File: config.mk
export PLATFORM = sky130hd
export DESIGN_NAME = bus_arbiter
export DESIGN_NICKNAME = d
export VERILOG_FILES = /design/src/rtl/bus_arbiter_pkg.sv /design/src/rtl/bus_arbiter_rr_arb2.sv /design/src/rtl/bus_arbiter.sv
export SDC_FILE = /design/constraint.sdc
export NUM_CORES = 1
export LEC_CHECK = 0
export BUFFER_PORTS_ARGS = -buffer_cell sky130_fd_sc_hd__buf_2
export CAP_MARGIN = 40
export CORE_AREA = 2 2 120 122
export CTS_CLUSTER_DIAMETER = 40
export CTS_CLUSTER_SIZE = 28
export DETAILED_ROUTE_END_ITERATION = 12
export DIE_AREA = 0 0 122 124
export GPL_TIMING_DRIVEN = 1
export PLACE_DENSITY = 0.74
export SYNTH_ARGS = -nofsm -noshare
export SYNTH_HDL_FRONTEND = slang
export SYNTH_SLANG_ARGS = --single-unit
File: constraint.sdc
create_clock -name clk -period 2.5 [get_ports clk]
set_input_delay 0.25 -clock clk [delete_from_list [all_inputs] [get_ports clk]]
set_output_delay 0.25 -clock clk [all_outputs]
set_load 0.05 [all_outputs]
File: src/rtl/bus_arbiter_pkg.sv
// Shared definitions for the two-requester device bus arbiter:
// FSM encodings, timeout/error defaults and the latched bus payload.
`timescale 1ns/1ps
package bus_arbiter_pkg;

  localparam logic [1:0] ST_IDLE  = 2'd0;
  localparam logic [1:0] ST_ISSUE = 2'd1;
  localparam logic [1:0] ST_RESP  = 2'd2;

  localparam int          TIMEOUT_CYCLES_DEFAULT = 16;
  localparam logic [31:0] ERR_RDATA_DEFAULT      = 32'hDEAD_BEEF;

  typedef struct packed {
    logic [31:0] addr;
    logic        we;
    logic [2:0]  mode;
    logic [31:0] wdata;
  } bus_req_t;

endpackage

File: src/rtl/bus_arbiter_rr_arb2.sv
// Two-way round-robin picker: a lone requester wins, a tie goes to the
// requester that was not granted last.
`timescale 1ns/1ps
module rr_arb2 (
  input  logic [1:0] valid,
  input  logic       last,
  output logic       grant
);

  assign grant = (valid == 2'b11) ? ~last : valid[1];

endmodule

File: src/rtl/bus_arbiter.sv
// Arbitrates the CPU port (req0) and the DMA/debug port (req1) onto one
// device bus with an IDLE -> ISSUE -> RESP handshake and an ack timeout.
`timescale 1ns/1ps
module bus_arbiter
  import bus_arbiter_pkg::*;
#(
  parameter int          TIMEOUT_CYCLES = TIMEOUT_CYCLES_DEFAULT,
  parameter logic [31:0] ERR_RDATA      = ERR_RDATA_DEFAULT
) (
  input  logic        clk,
  input  logic        rst,
  input  logic        req0_valid,
  input  logic [31:0] req0_addr,
  input  logic        req0_we,
  input  logic [2:0]  req0_mode,
  input  logic [31:0] req0_wdata,
  output logic        req0_ready,
  output logic [31:0] req0_rdata,
  output logic        req0_err,
  input  logic        req1_valid,
  input  logic [31:0] req1_addr,
  input  logic        req1_we,
  input  logic [2:0]  req1_mode,
  input  logic [31:0] req1_wdata,
  output logic        req1_ready,
  output logic [31:0] req1_rdata,
  output logic        req1_err,
  output logic        bus_valid,
  output logic [31:0] bus_addr,
  output logic        bus_we,
  output logic [2:0]  bus_mode,
  output logic [31:0] bus_wdata,
  input  logic        bus_ack,
  input  logic [31:0] bus_rdata
);

  localparam int            CW       = $clog2(TIMEOUT_CYCLES + 1);
  localparam logic [CW-1:0] CNT_LAST = CW'(TIMEOUT_CYCLES - 1);

  bus_req_t [1:0]        req;
  logic [1:0]            state_q, state_d;
  bus_req_t              bus_q, bus_d;
  logic                  grant_q, grant_d;
  logic                  last_q, last_d;
  logic [CW-1:0]         cnt_q, cnt_d;
  logic [1:0][31:0]      rdata_q, rdata_d;
  logic [1:0]            err_q, err_d;
  logic                  pick;

  assign req[0] = '{addr: req0_addr, we: req0_we, mode: req0_mode, wdata: req0_wdata};
  assign req[1] = '{addr: req1_addr, we: req1_we, mode: req1_mode, wdata: req1_wdata};

  rr_arb2 u_rr (
    .valid ({req1_valid, req0_valid}),
    .last  (last_q),
    .grant (pick)
  );

  always_comb begin
    state_d = state_q;
    bus_d   = bus_q;
    grant_d = grant_q;
    last_d  = last_q;
    cnt_d   = cnt_q;
    rdata_d = rdata_q;
    err_d   = err_q;
    case (state_q)
      ST_IDLE: begin
        if (req0_valid || req1_valid) begin
          grant_d = pick;
          bus_d   = req[pick];
          cnt_d   = '0;
          state_d = ST_ISSUE;
        end
      end
      ST_ISSUE: begin
        if (bus_ack) begin
          rdata_d[grant_q] = bus_rdata;
          err_d[grant_q]   = 1'b0;
          state_d          = ST_RESP;
        end else if (cnt_q == CNT_LAST) begin
          rdata_d[grant_q] = ERR_RDATA;
          err_d[grant_q]   = 1'b1;
          state_d          = ST_RESP;
        end else begin
          cnt_d = cnt_q + 1'b1;
        end
      end
      ST_RESP: begin
        // Round-robin history only advances once the response is delivered.
        last_d  = grant_q;
        state_d = ST_IDLE;
      end
      default: state_d = ST_IDLE;
    endcase
  end

  always_ff @(posedge clk) begin
    if (!rst) begin
      state_q <= ST_IDLE;
      bus_q   <= '0;
      grant_q <= 1'b0;
      last_q  <= 1'b1;
      cnt_q   <= '0;
      rdata_q <= '0;
      err_q   <= '0;
    end else begin
      state_q <= state_d;
      bus_q   <= bus_d;
      grant_q <= grant_d;
      last_q  <= last_d;
      cnt_q   <= cnt_d;
      rdata_q <= rdata_d;
      err_q   <= err_d;
    end
  end

  assign bus_valid  = (state_q == ST_ISSUE);
  assign bus_addr   = bus_q.addr;
  assign bus_we     = bus_q.we;
  assign bus_mode   = bus_q.mode;
  assign bus_wdata  = bus_q.wdata;

  assign req0_ready = (state_q == ST_RESP) && !grant_q;
  assign req1_ready = (state_q == ST_RESP) &&  grant_q;
  assign req0_rdata = rdata_q[0];
  assign req1_rdata = rdata_q[1];
  assign req0_err   = err_q[0];
  assign req1_err   = err_q[1];

endmodule
==> metrics, run 1 <==
status=complete, no violations; DRC viols=0; worst r2r src=cnt_q[0]; number of synthesized flops with an enable pin=0; slew margin rel.=50.5%; Setup Total Neg Slack=0 ns; Die H=124 um; final clock skew=0.00678 ns; Resized cells post-CTS=0; via count=5,889; I/O pins=310; mean area per synthesized cell=9.03 um^2; row count=43; RSZ-0062 raised after global routing=false; core area=0.0137 mm^2; Static Leakage=3.76 nW; worst r2r dst=req1_rdata[7]; total track usage=23.6%; count of cell types in the netlist=32; Final Cycle Share=85.3%; Clock Pin Slew Worst Setup and Hold Paths=0.06 ns; Post-CTS Setup Inserts=0; Placer Congestion=0.833; Final Critical Period=2.13 ns; Critical Path Sink Type=flip-flop; Setup WS post-layout=0.367 ns; post-synthesis sequential element count=143; Synth top area share=50.8%; Die ar.=0.0151 mm^2; drt wl/cell=17.2 um; CP startpoint kind=flip-flop; fin nets=1,070; Crit path required time=2.80 ns; cells after synthesis=624; # hold bufs at CTS=0; Vias per Instance=5.41; worst hold-check path type=input port to flip-flop; Primary FF master, synth=dfxtp_1; Inserted Clock Buffers=17; Worst Reg-to-Reg Cells=7; mapped cell area=0.00564 mm^2; post-route ant nets=0; H-Tree Level Count=4; largest area contributor in the netlist=dfxtp_1; Worst VDD drop=0.555 mV; Num Clock Sinks=143; pwr/cell area=840 mW/mm^2; Fmax=0.469 GHz; Synthesized Nets=799; clk buf depth=2; Skew-Pair Late Insertion Delay=0.41 ns; fin. max-slew vios=0; worst reg2reg setup slack=0.37 ns; pre-CTS WS=0.390 ns; Async SR Flop Fraction=0%; count of endpoints failing hold in the final timing report=0; initial antenna violation count=5; hpwl dp=12,800 um; share of cells above drive strength 1=45.1%; Critical Path AT=2.43 ns; post-synthesis sequential area ratio=50.8%; largest net degree at the start of global routing=81; drt pass-1 iters=5; Syn. warnings=0; Max Cap Violations=0; gr ovfl total=0; filler cell count=1,256; Worst Tran Pin Value=0.743 ns; hold path start=req0_wdata[6]; die width=122 um; Setup-failing EPs final=0; Clock Tree Root=clkbuf_16; Crit Path Class=flip-flop to flip-flop; IO Port Bufs=309; first-pass GRT wire length=28,100 um; hold path cells=3; drt total wl=18,700 um; crit path max fanout=27; main area contributors after synthesis=dfxtp_1, nand2_1, a311oi_1, o221a_2, a21oi_1; WHS Endpoint=bus_wdata[6]; Iteration-0 DRC Markers=354; number of global-route vias before repair=5,459; area grow syn2layout=41.7%; CTS tree=yes; Initial Util=41.1%
## power by group
part	switching (W)	leakage (nW)	internal (W)	total [W]
combinational	0.00108	2.29	0.000436	0.00152
clock	0.000935	0.297	0.00171	0.00264
sequential	0.0000941	1.17	0.00246	0.00255
## cell families (layout without fill, tap and decap cells)
family | count (synthesis) | in the layout | share of synthesized area [%]
compound gates | 216 | 216 | 30.0
fa+ha+maj | 2 | 2 | 0.444
buf+inv | 74 | 355 | 5.26
flops | 143 | 143 | 50.8
other cells | 0 | 3 | 0
simple gates | 189 | 189 | 13.5
## state kept, by name (all words and copies together), names as in the netlist, named ones only
name	cells
bus_addr	32
req0_rdata	32
last_q	1
bus_wdata	32
grant_q	1
req1_rdata	32
state_q	2
bus_we	1
cnt_q	5
bus_mode	3
## critical path, stage by stage, from the launching register on
cell	delay, ns
dfxtp_1	0.33
ha_1	0.23
and3_1	0.19
ha_1	0.22
or2_2	0.31
and3_1	0.27
buf_12	0.19
o221a_2	0.27
## cells in the mapped netlist, types with 2 or more instances
cell type / number
buf_1: 3
buf_2: 14
nand2_1: 166
clkbuf_1: 52
inv_1: 4
dfxtp_1: 143
a21oi_1: 70
nor2_1: 5
o22ai_1: 18
or2_2: 3
nand3_1: 3
o221a_2: 48
nor3b_1: 2
a31oi_1: 2
ha_1: 2
o21ai_0: 3
a311oi_1: 68
and3_1: 4
## per-layer routing
layer	part of all wire, %	up-vias	track usage (%)
met5	0.14	-	0
met1	42	2744	29.0
met3	8.5	19	8.29
li1	-	2868	-
met4	0.95	4	6.75
met2	49	254	39.1
## through the flow
| step | area (um^2) | util [%] | cells | hold slack [ns] | power (W) |
|---|---|---|---|---|---|
| floorplan | 5640 | - | 624 | 0.410 | 0.00365 |
| global placement | 7360 | 53.7 | 1056 | 0.453 | 0.00411 |
| detailed placement | 7360 | 53.7 | 1056 | 0.458 | 0.00412 |
| CTS | 7980 | 58.1 | 1085 | 0.0778 | 0.00676 |
| global route | 7990 | 58.2 | 1088 | 0.0859 | 0.00697 |
| finish | 7990 | 58.2 | 1088 | 0.0967 | 0.00671 |
## how the worst max path moves through the flow
stage	to	from	depth (start not counted)	slack (ns)
2_1_floorplan	cnt_q[3]	cnt_q[0]	7	0.37
3_3_place_gp	cnt_q[3]	cnt_q[0]	6	0.40
3_5_place_dp	req1_rdata[12]	cnt_q[0]	7	0.39
4_1_cts	cnt_q[3]	cnt_q[0]	6	0.36
5_1_grt	cnt_q[4]	cnt_q[0]	7	0.25
6_report	req1_rdata[7]	cnt_q[0]	7	0.37
## final cells by class
type	instances	area [um^2]	share of cell area (%)
flip-flops and latches	143	2860	35.9
multi-input cells	407	2500	31.3
repair buffers	322	1760	22.0
clock buffers	19	453	5.67
well taps	180	225	2.82
clock inverters	10	163	2.04
inverters	4	15.0	0.188
diodes	3	7.51	0.0940
## layout by cell type, fill, tap and decap left out, drive strengths merged
| cell type | synthesis | layout |
|---|---|---|
| a211o | 1 | 1 |
| a211oi | 1 | 1 |
| a21bo | 1 | 1 |
| a21boi | 1 | 1 |
| a21oi | 70 | 70 |
| a311oi | 68 | 68 |
| a31oi | 2 | 2 |
| and2 | 1 | 1 |
| and3 | 4 | 4 |
| buf | 17 | 322 |
| bufinv | 0 | 4 |
| clkbuf | 53 | 19 |
| clkinv | 0 | 3 |
| clkinvlp | 0 | 2 |
| dfxtp | 143 | 143 |
| diode | 0 | 3 |
| ha | 2 | 2 |
| inv | 4 | 5 |
| nand2 | 166 | 166 |
| nand3 | 3 | 3 |
| nor2 | 5 | 5 |
| nor2b | 1 | 1 |
| nor3b | 2 | 2 |
| nor4b | 1 | 1 |
| o2111ai | 1 | 1 |
| o21ai | 3 | 3 |
| o221a | 48 | 48 |
| o22ai | 18 | 18 |
| o31ai | 1 | 1 |
| o32ai | 1 | 1 |
| or2 | 3 | 3 |
| or2b | 1 | 1 |
| or3 | 1 | 1 |
| or4b | 1 | 1 |
No activity file was read; power rests on OpenSTA's default activity.
==> inputs of run 2 (changes only) <==
BUFFER_PORTS_ARGS = -buffer_cell sky130_fd_sc_hd__clkbuf_2   (was -buffer_cell sky130_fd_sc_hd__buf_2)
CORE_AREA = 2 2 122 124   (was 2 2 120 122)
DIE_AREA = 0 0 124 126   (was 0 0 122 124)
PLACE_DENSITY = 0.72   (was 0.74)
clock period = 2.57 ns   (was 2.5 ns; I/O delays follow)
==> run 2 against run 1 <==
Effect of this change:
- setup slack lost 0.062 ns
- final area is essentially flat
- critical path type unchanged
- first-iteration DRC count shrank 1.7%
- flip-flop and latch count is the same
- critical path depth shrank 1
- largest power group unchanged
- register-to-register slack lost 0.06 ns
- clock-buffer cell count is the same
- non-clock buffer count grew 2
- combinational power shrank 3%
- sequential power shrank 2%
- global-route usage shrank 0.41 points
==> metrics, run 2 (same netlist as run 1, synthesis figures left out) <==
status=complete, no violations; worst r2r src=cnt_q[0]; worst reg2reg setup slack=0.31 ns (-0.06 ns); # hold bufs at CTS=0 (unchanged); via count=5,960 (+1.2%); clk buf depth=2 (unchanged); Finished Core Util=55.8% (-2.4 points); Skew-Pair Late Insertion Delay=0.42 ns (about the same); CP Capture Point=cnt_q[3]; Final Critical Period=2.26 ns (+0.132 ns); worst hold-check path type=input port to flip-flop; Critical Path AT=2.61 ns (+0.18 ns); Max Cap Violations=0 (unchanged); Initial Util=39.4% (-1.7 points); RSZ-0062 raised after global routing=false; count of endpoints failing hold in the final timing report=0 (unchanged); Placer Congestion=0.830 (-0.40%); hpwl dp=12,800 um (-0.12%); drt wl/cell=17.1 um (-0.70%); drt pass-1 iters=5 (unchanged); row count=44 (+2.3%); Die H=126 um (+1.6%); Clock Tree Root=clkbuf_16; n_diodes=0 (-3); most frequent cells in the layout=clkbuf_2, nand2_1, dfxtp_1, a21oi_1, a311oi_1; slew margin rel.=56.2% (+5.7 points); critical-path cell list=ha_1, and3_1, ha_1, or4b_1, or3_1, a211oi_2; I/O pins=310 (unchanged); drt total wl=18,700 um (-0.16%); die width=124 um (+1.6%); DRC viols=0 (unchanged); CP startpoint kind=flip-flop; pwr/cell area=823 mW/mm^2 (-2.1%); hold path cells=3 (unchanged); post-route ant nets=0 (unchanged); first-pass GRT wire length=28,300 um (+0.76%); share of cells above drive strength 1=45.2% (+0.082 points); WHS=0.0744 ns (-0.0223 ns); Worst VDD drop=0.430 mV (-23%); fin area=0.00799 mm^2 (about the same); Worst Reg-to-Reg Cells=6 (-1); fin nets=1,072 (+0.19%); Setup Total Neg Slack=0 ns (unchanged); initial antenna violation count=0 (-5); critical path's slowest cell=or4b_1; core area=0.0143 mm^2 (+4.3%); slowest stage delay, CP=0.61 ns (+0.28 ns); worst r2r dst=cnt_q[3]; final clock skew=0.0103 ns (+0.00354 ns); most frequent CP cell=ha_1; DP Area=0.00737 mm^2 (+0.10%); Iteration-0 DRC Markers=348 (-1.7%); area grow syn2layout=41.8% (about the same); Die ar.=0.0156 mm^2 (+3.3%); Post-CTS Setup Inserts=0 (unchanged); fin. max-slew vios=0 (unchanged); number of global-route vias before repair=5,480 (+0.38%); Worst Tran Pin Value=0.655 ns (-0.0874 ns); Static Leakage=3.72 nW (-1.3%); CP startpoint=cnt_q[0]; Final Cycle Share=88.1% (+2.8 points); Fmax=0.442 GHz (-5.8%); Critical Path Sink Type=flip-flop; Crit Path Class=flip-flop to flip-flop; CTS tree=yes; largest net degree at the start of global routing=74 (-8.6%); filler cell count=1,324 (+5.4%); commonest non-fill, non-tap cell in the layout=clkbuf_2; total track usage=23.2% (-0.41 points); gr ovfl total=0 (unchanged); Clock Pin Slew Worst Setup and Hold Paths=0.06 ns (about the same); Vias per Instance=5.45 (+0.65%); crit path max fanout=7 (-74%); IO Port Bufs=309 (unchanged); Resized cells post-CTS=0 (unchanged); Inserted Clock Buffers=17 (unchanged); Crit path required time=2.91 ns (+0.11 ns); Setup-failing EPs final=0 (unchanged); H-Tree Level Count=4 (unchanged); Num Clock Sinks=143 (unchanged)
run 2: changes by cell type in the layout (fill, tap and decap cells not counted), moves of 2 or more:
cell,delta
buf_2,-309
buf_4,+3
clkbuf_1,+2
clkbuf_2,+309
clkbuf_8,-2
diode_2,-3
run 2: cell type report:
type	instances	area [um^2]	share of cell area, %
clock inverter	13	188	2.35
timing repair buffer	324	1760	22.0
sequential	143	2860	35.8
clock buffer	19	433	5.42
tap	184	230	2.88
inverter	4	15.0	0.188
multi-input combinational	407	2500	31.3
run 2: through the flow:
stage               total power (W)  worst slack [ns]  instances
floorplan                   0.00355             0.439        624
global placement            0.00400             0.334       1062
finish                      0.00657             0.306       1094
CTS                         0.00661             0.298       1094
global route                0.00684             0.203       1094
detailed placement          0.00401             0.317       1062
run 2: worst min path at each step:
stage	endpoint	startpoint
2_1_floorplan	bus_wdata[11]	req0_wdata[11]
3_3_place_gp	cnt_q[4]	cnt_q[4]
3_5_place_dp	req0_rdata[8]	req0_rdata[8]
4_1_cts	bus_wdata[31]	req0_wdata[31]
5_1_grt	bus_addr[5]	req0_addr[5]
6_report	bus_wdata[26]	req0_wdata[26]
run 2: report_power, final:
group	internal [W]	switching, W	leakage (nW)	total (W)
sequential	0.00239	0.0000983	1.17	0.00249
clock	0.00163	0.000985	0.294	0.00261
combinational	0.000418	0.00105	2.25	0.00147
run 2: routing by layer:
metal / wire length (um) / share of wire (%) / global-route usage [%]
met5: 0 / 0 / 0
met4: 263 / 1.4 / 7.40
met3: 2030 / 11 / 9.10
met2: 8970 / 48 / 38.4
met1: 7390 / 40 / 27.3
run 2: critical path, delay by kind of cell, from the launching register on:
| family | cells | cell delay, ns |
|---|---|---|
| compound gates | 1 | 0.21 |
| simple gates | 3 | 1.20 |
| flops | 1 | 0.34 |
| fa+ha+maj | 2 | 0.44 |
==> inputs of run 3 (changes only) <==
CORE_AREA = 2 2 119 121   (was 2 2 122 124)
DIE_AREA = 0 0 121 123   (was 0 0 124 126)
PLACE_DENSITY = 0.75   (was 0.72)
==> run 3 against run 2 <==
Effect of this change:
- clock power shrank 7%
- sequential power is essentially flat
- setup slack lost 0.094 ns
==> metrics, run 3 (same netlist as run 1, synthesis figures left out) <==
commonest non-fill, non-tap cell in the layout=clkbuf_2; H-Tree Level Count=4 (unchanged); Initial Util=41.4% (+2.0 points); Critical Path Sink Type=flip-flop; Num Clock Sinks=143 (unchanged); Setup WS post-layout=0.212 ns (-0.0941 ns); slew margin rel.=63.3% (+7.1 points); Die ar.=0.0149 mm^2 (-4.7%); area taken by multi-input logic gates=0.00250 mm^2 (unchanged); number of global-route vias before repair=5,407 (-1.3%); Resized cells post-CTS=0 (unchanged); Crit Path Class=flip-flop to flip-flop; final clock skew=0.0104 ns (+0.000114 ns); Crit path required time=2.91 ns (about the same); Static Leakage=3.71 nW (-0.14%); Max Cap Violations=0 (unchanged); clk buf depth=2 (unchanged); gr ovfl total=0 (unchanged); DP Area=0.00735 mm^2 (-0.24%); core area=0.0136 mm^2 (-4.9%); status=complete, no violations; drt total wl=18,600 um (-0.32%); row count=43 (-2.3%); Setup Total Neg Slack=0 ns (unchanged); WHS=0.0749 ns (+0.000509 ns); Worst VDD drop=0.452 mV (+5.3%); largest net degree at the start of global routing=70 (-5.4%); FF+latch area=0.00286 mm^2 (unchanged); Critical Path AT=2.70 ns (+0.09 ns); initial antenna violation count=1 (+1); Fmax=0.424 GHz (-4.0%); Die H=123 um (-2.4%); Clock Tree Root=clkbuf_16; Final Cycle Share=91.8% (+3.7 points); Clock Pin Slew Worst Setup and Hold Paths=0.07 ns (about the same); first-pass GRT wire length=28,000 um (-1.0%); total track usage=23.8% (+0.67 points); area grow syn2layout=40.7%; worst hold-check path type=input port to flip-flop; Iteration-0 DRC Markers=366 (+5.2%); post-route ant nets=0 (unchanged); drt pass-1 iters=6 (+1); fin. max-slew vios=0 (unchanged); Finished Core Util=58.2% (+2.4 points); I/O pins=310 (unchanged); most frequent cells in the layout=clkbuf_2, nand2_1, dfxtp_1, a21oi_1, a311oi_1; CP startpoint kind=flip-flop; pwr/cell area=804 mW/mm^2 (-2.3%); Skew-Pair Late Insertion Delay=0.42 ns (about the same); pre-CTS WS=0.240 ns (-0.0763 ns); hpwl dp=12,900 um (+0.44%); filler cell count=1,236 (-6.6%); fin area=0.00793 mm^2 (-0.78%); Placer Congestion=0.812 (-2.2%); IO Port Bufs=309 (unchanged); CTS tree=yes; drt wl/cell=17.0 um (-0.32%); Setup-failing EPs final=0 (unchanged); Final Critical Period=2.36 ns (+0.0941 ns); Worst Tran Pin Value=0.551 ns (-0.105 ns); # hold bufs at CTS=0 (unchanged); fin nets=1,075 (+0.28%); count of endpoints failing hold in the final timing report=0 (unchanged); via count=5,978 (+0.30%); crit path max fanout=7 (unchanged); share of cells above drive strength 1=45.6% (+0.40 points); DRC viols=0 (unchanged); Post-CTS Setup Inserts=0 (unchanged); RSZ-0062 raised after global routing=false; die width=121 um (-2.4%); Vias per Instance=5.46 (+0.30%); Inserted Clock Buffers=17 (unchanged)
run 3: per-stage QoR:
stage | total power (W) | instances
after floorplan | 0.00355 | 624
final | 0.00637 | 1094
after global routing | 0.00663 | 1094
after detailed placement | 0.00400 | 1061
after CTS | 0.00642 | 1093
after global placement | 0.00399 | 1059
run 3: layout make-up:
class,count,area share [%]
Clock inverter,15,1.86
Multi-Input combinational cell,407,31.6
Tap cell,180,2.84
Sequential cell,143,36.1
Antenna cell,1,0.0316
Clock buffer,17,5.37
Inverter,4,0.189
Timing Repair Buffer,327,22.0
run 3: report_power, final:
| group | switching [W] | internal, W | total (W) |
|---|---|---|---|
| Clock | 0.00105 | 0.00137 | 0.00242 |
| Sequential | 0.0000978 | 0.00239 | 0.00249 |
| Combinational | 0.00105 | 0.000414 | 0.00147 |
| Total | 0.00220 | 0.00417 | 0.00637 |
run 3: per-layer routing:
metal | wire (um) | vias to the layer above | global-route usage [%]
met5 | 0 | - | 0
met4 | 302 | 0 | 8.58
met1 | 7640 | 2809 | 29.4
li1 | - | 2879 | -
met2 | 9040 | 273 | 39.3
met3 | 1610 | 17 | 7.43
run 3: critical path: stages, from the launching register on:
cell,delay (ns)
dfxtp_1,0.34
ha_1,0.22
and3_1,0.18
ha_1,0.18
buf_4,0.14
or4b_1,0.60
or3_1,0.40
a211oi_2,0.21
run 3: path summary, 6_finish.rpt:
path,end,slack (ns),from,cells after the start
worst min register to register,cnt_q[4],0.47,cnt_q[4],2
worst min-delay path,bus_wdata[28],0.07,req0_wdata[28],3
worst max register to register,cnt_q[3],0.21,cnt_q[0],7
worst max-delay path,cnt_q[3],0.21,cnt_q[0],7
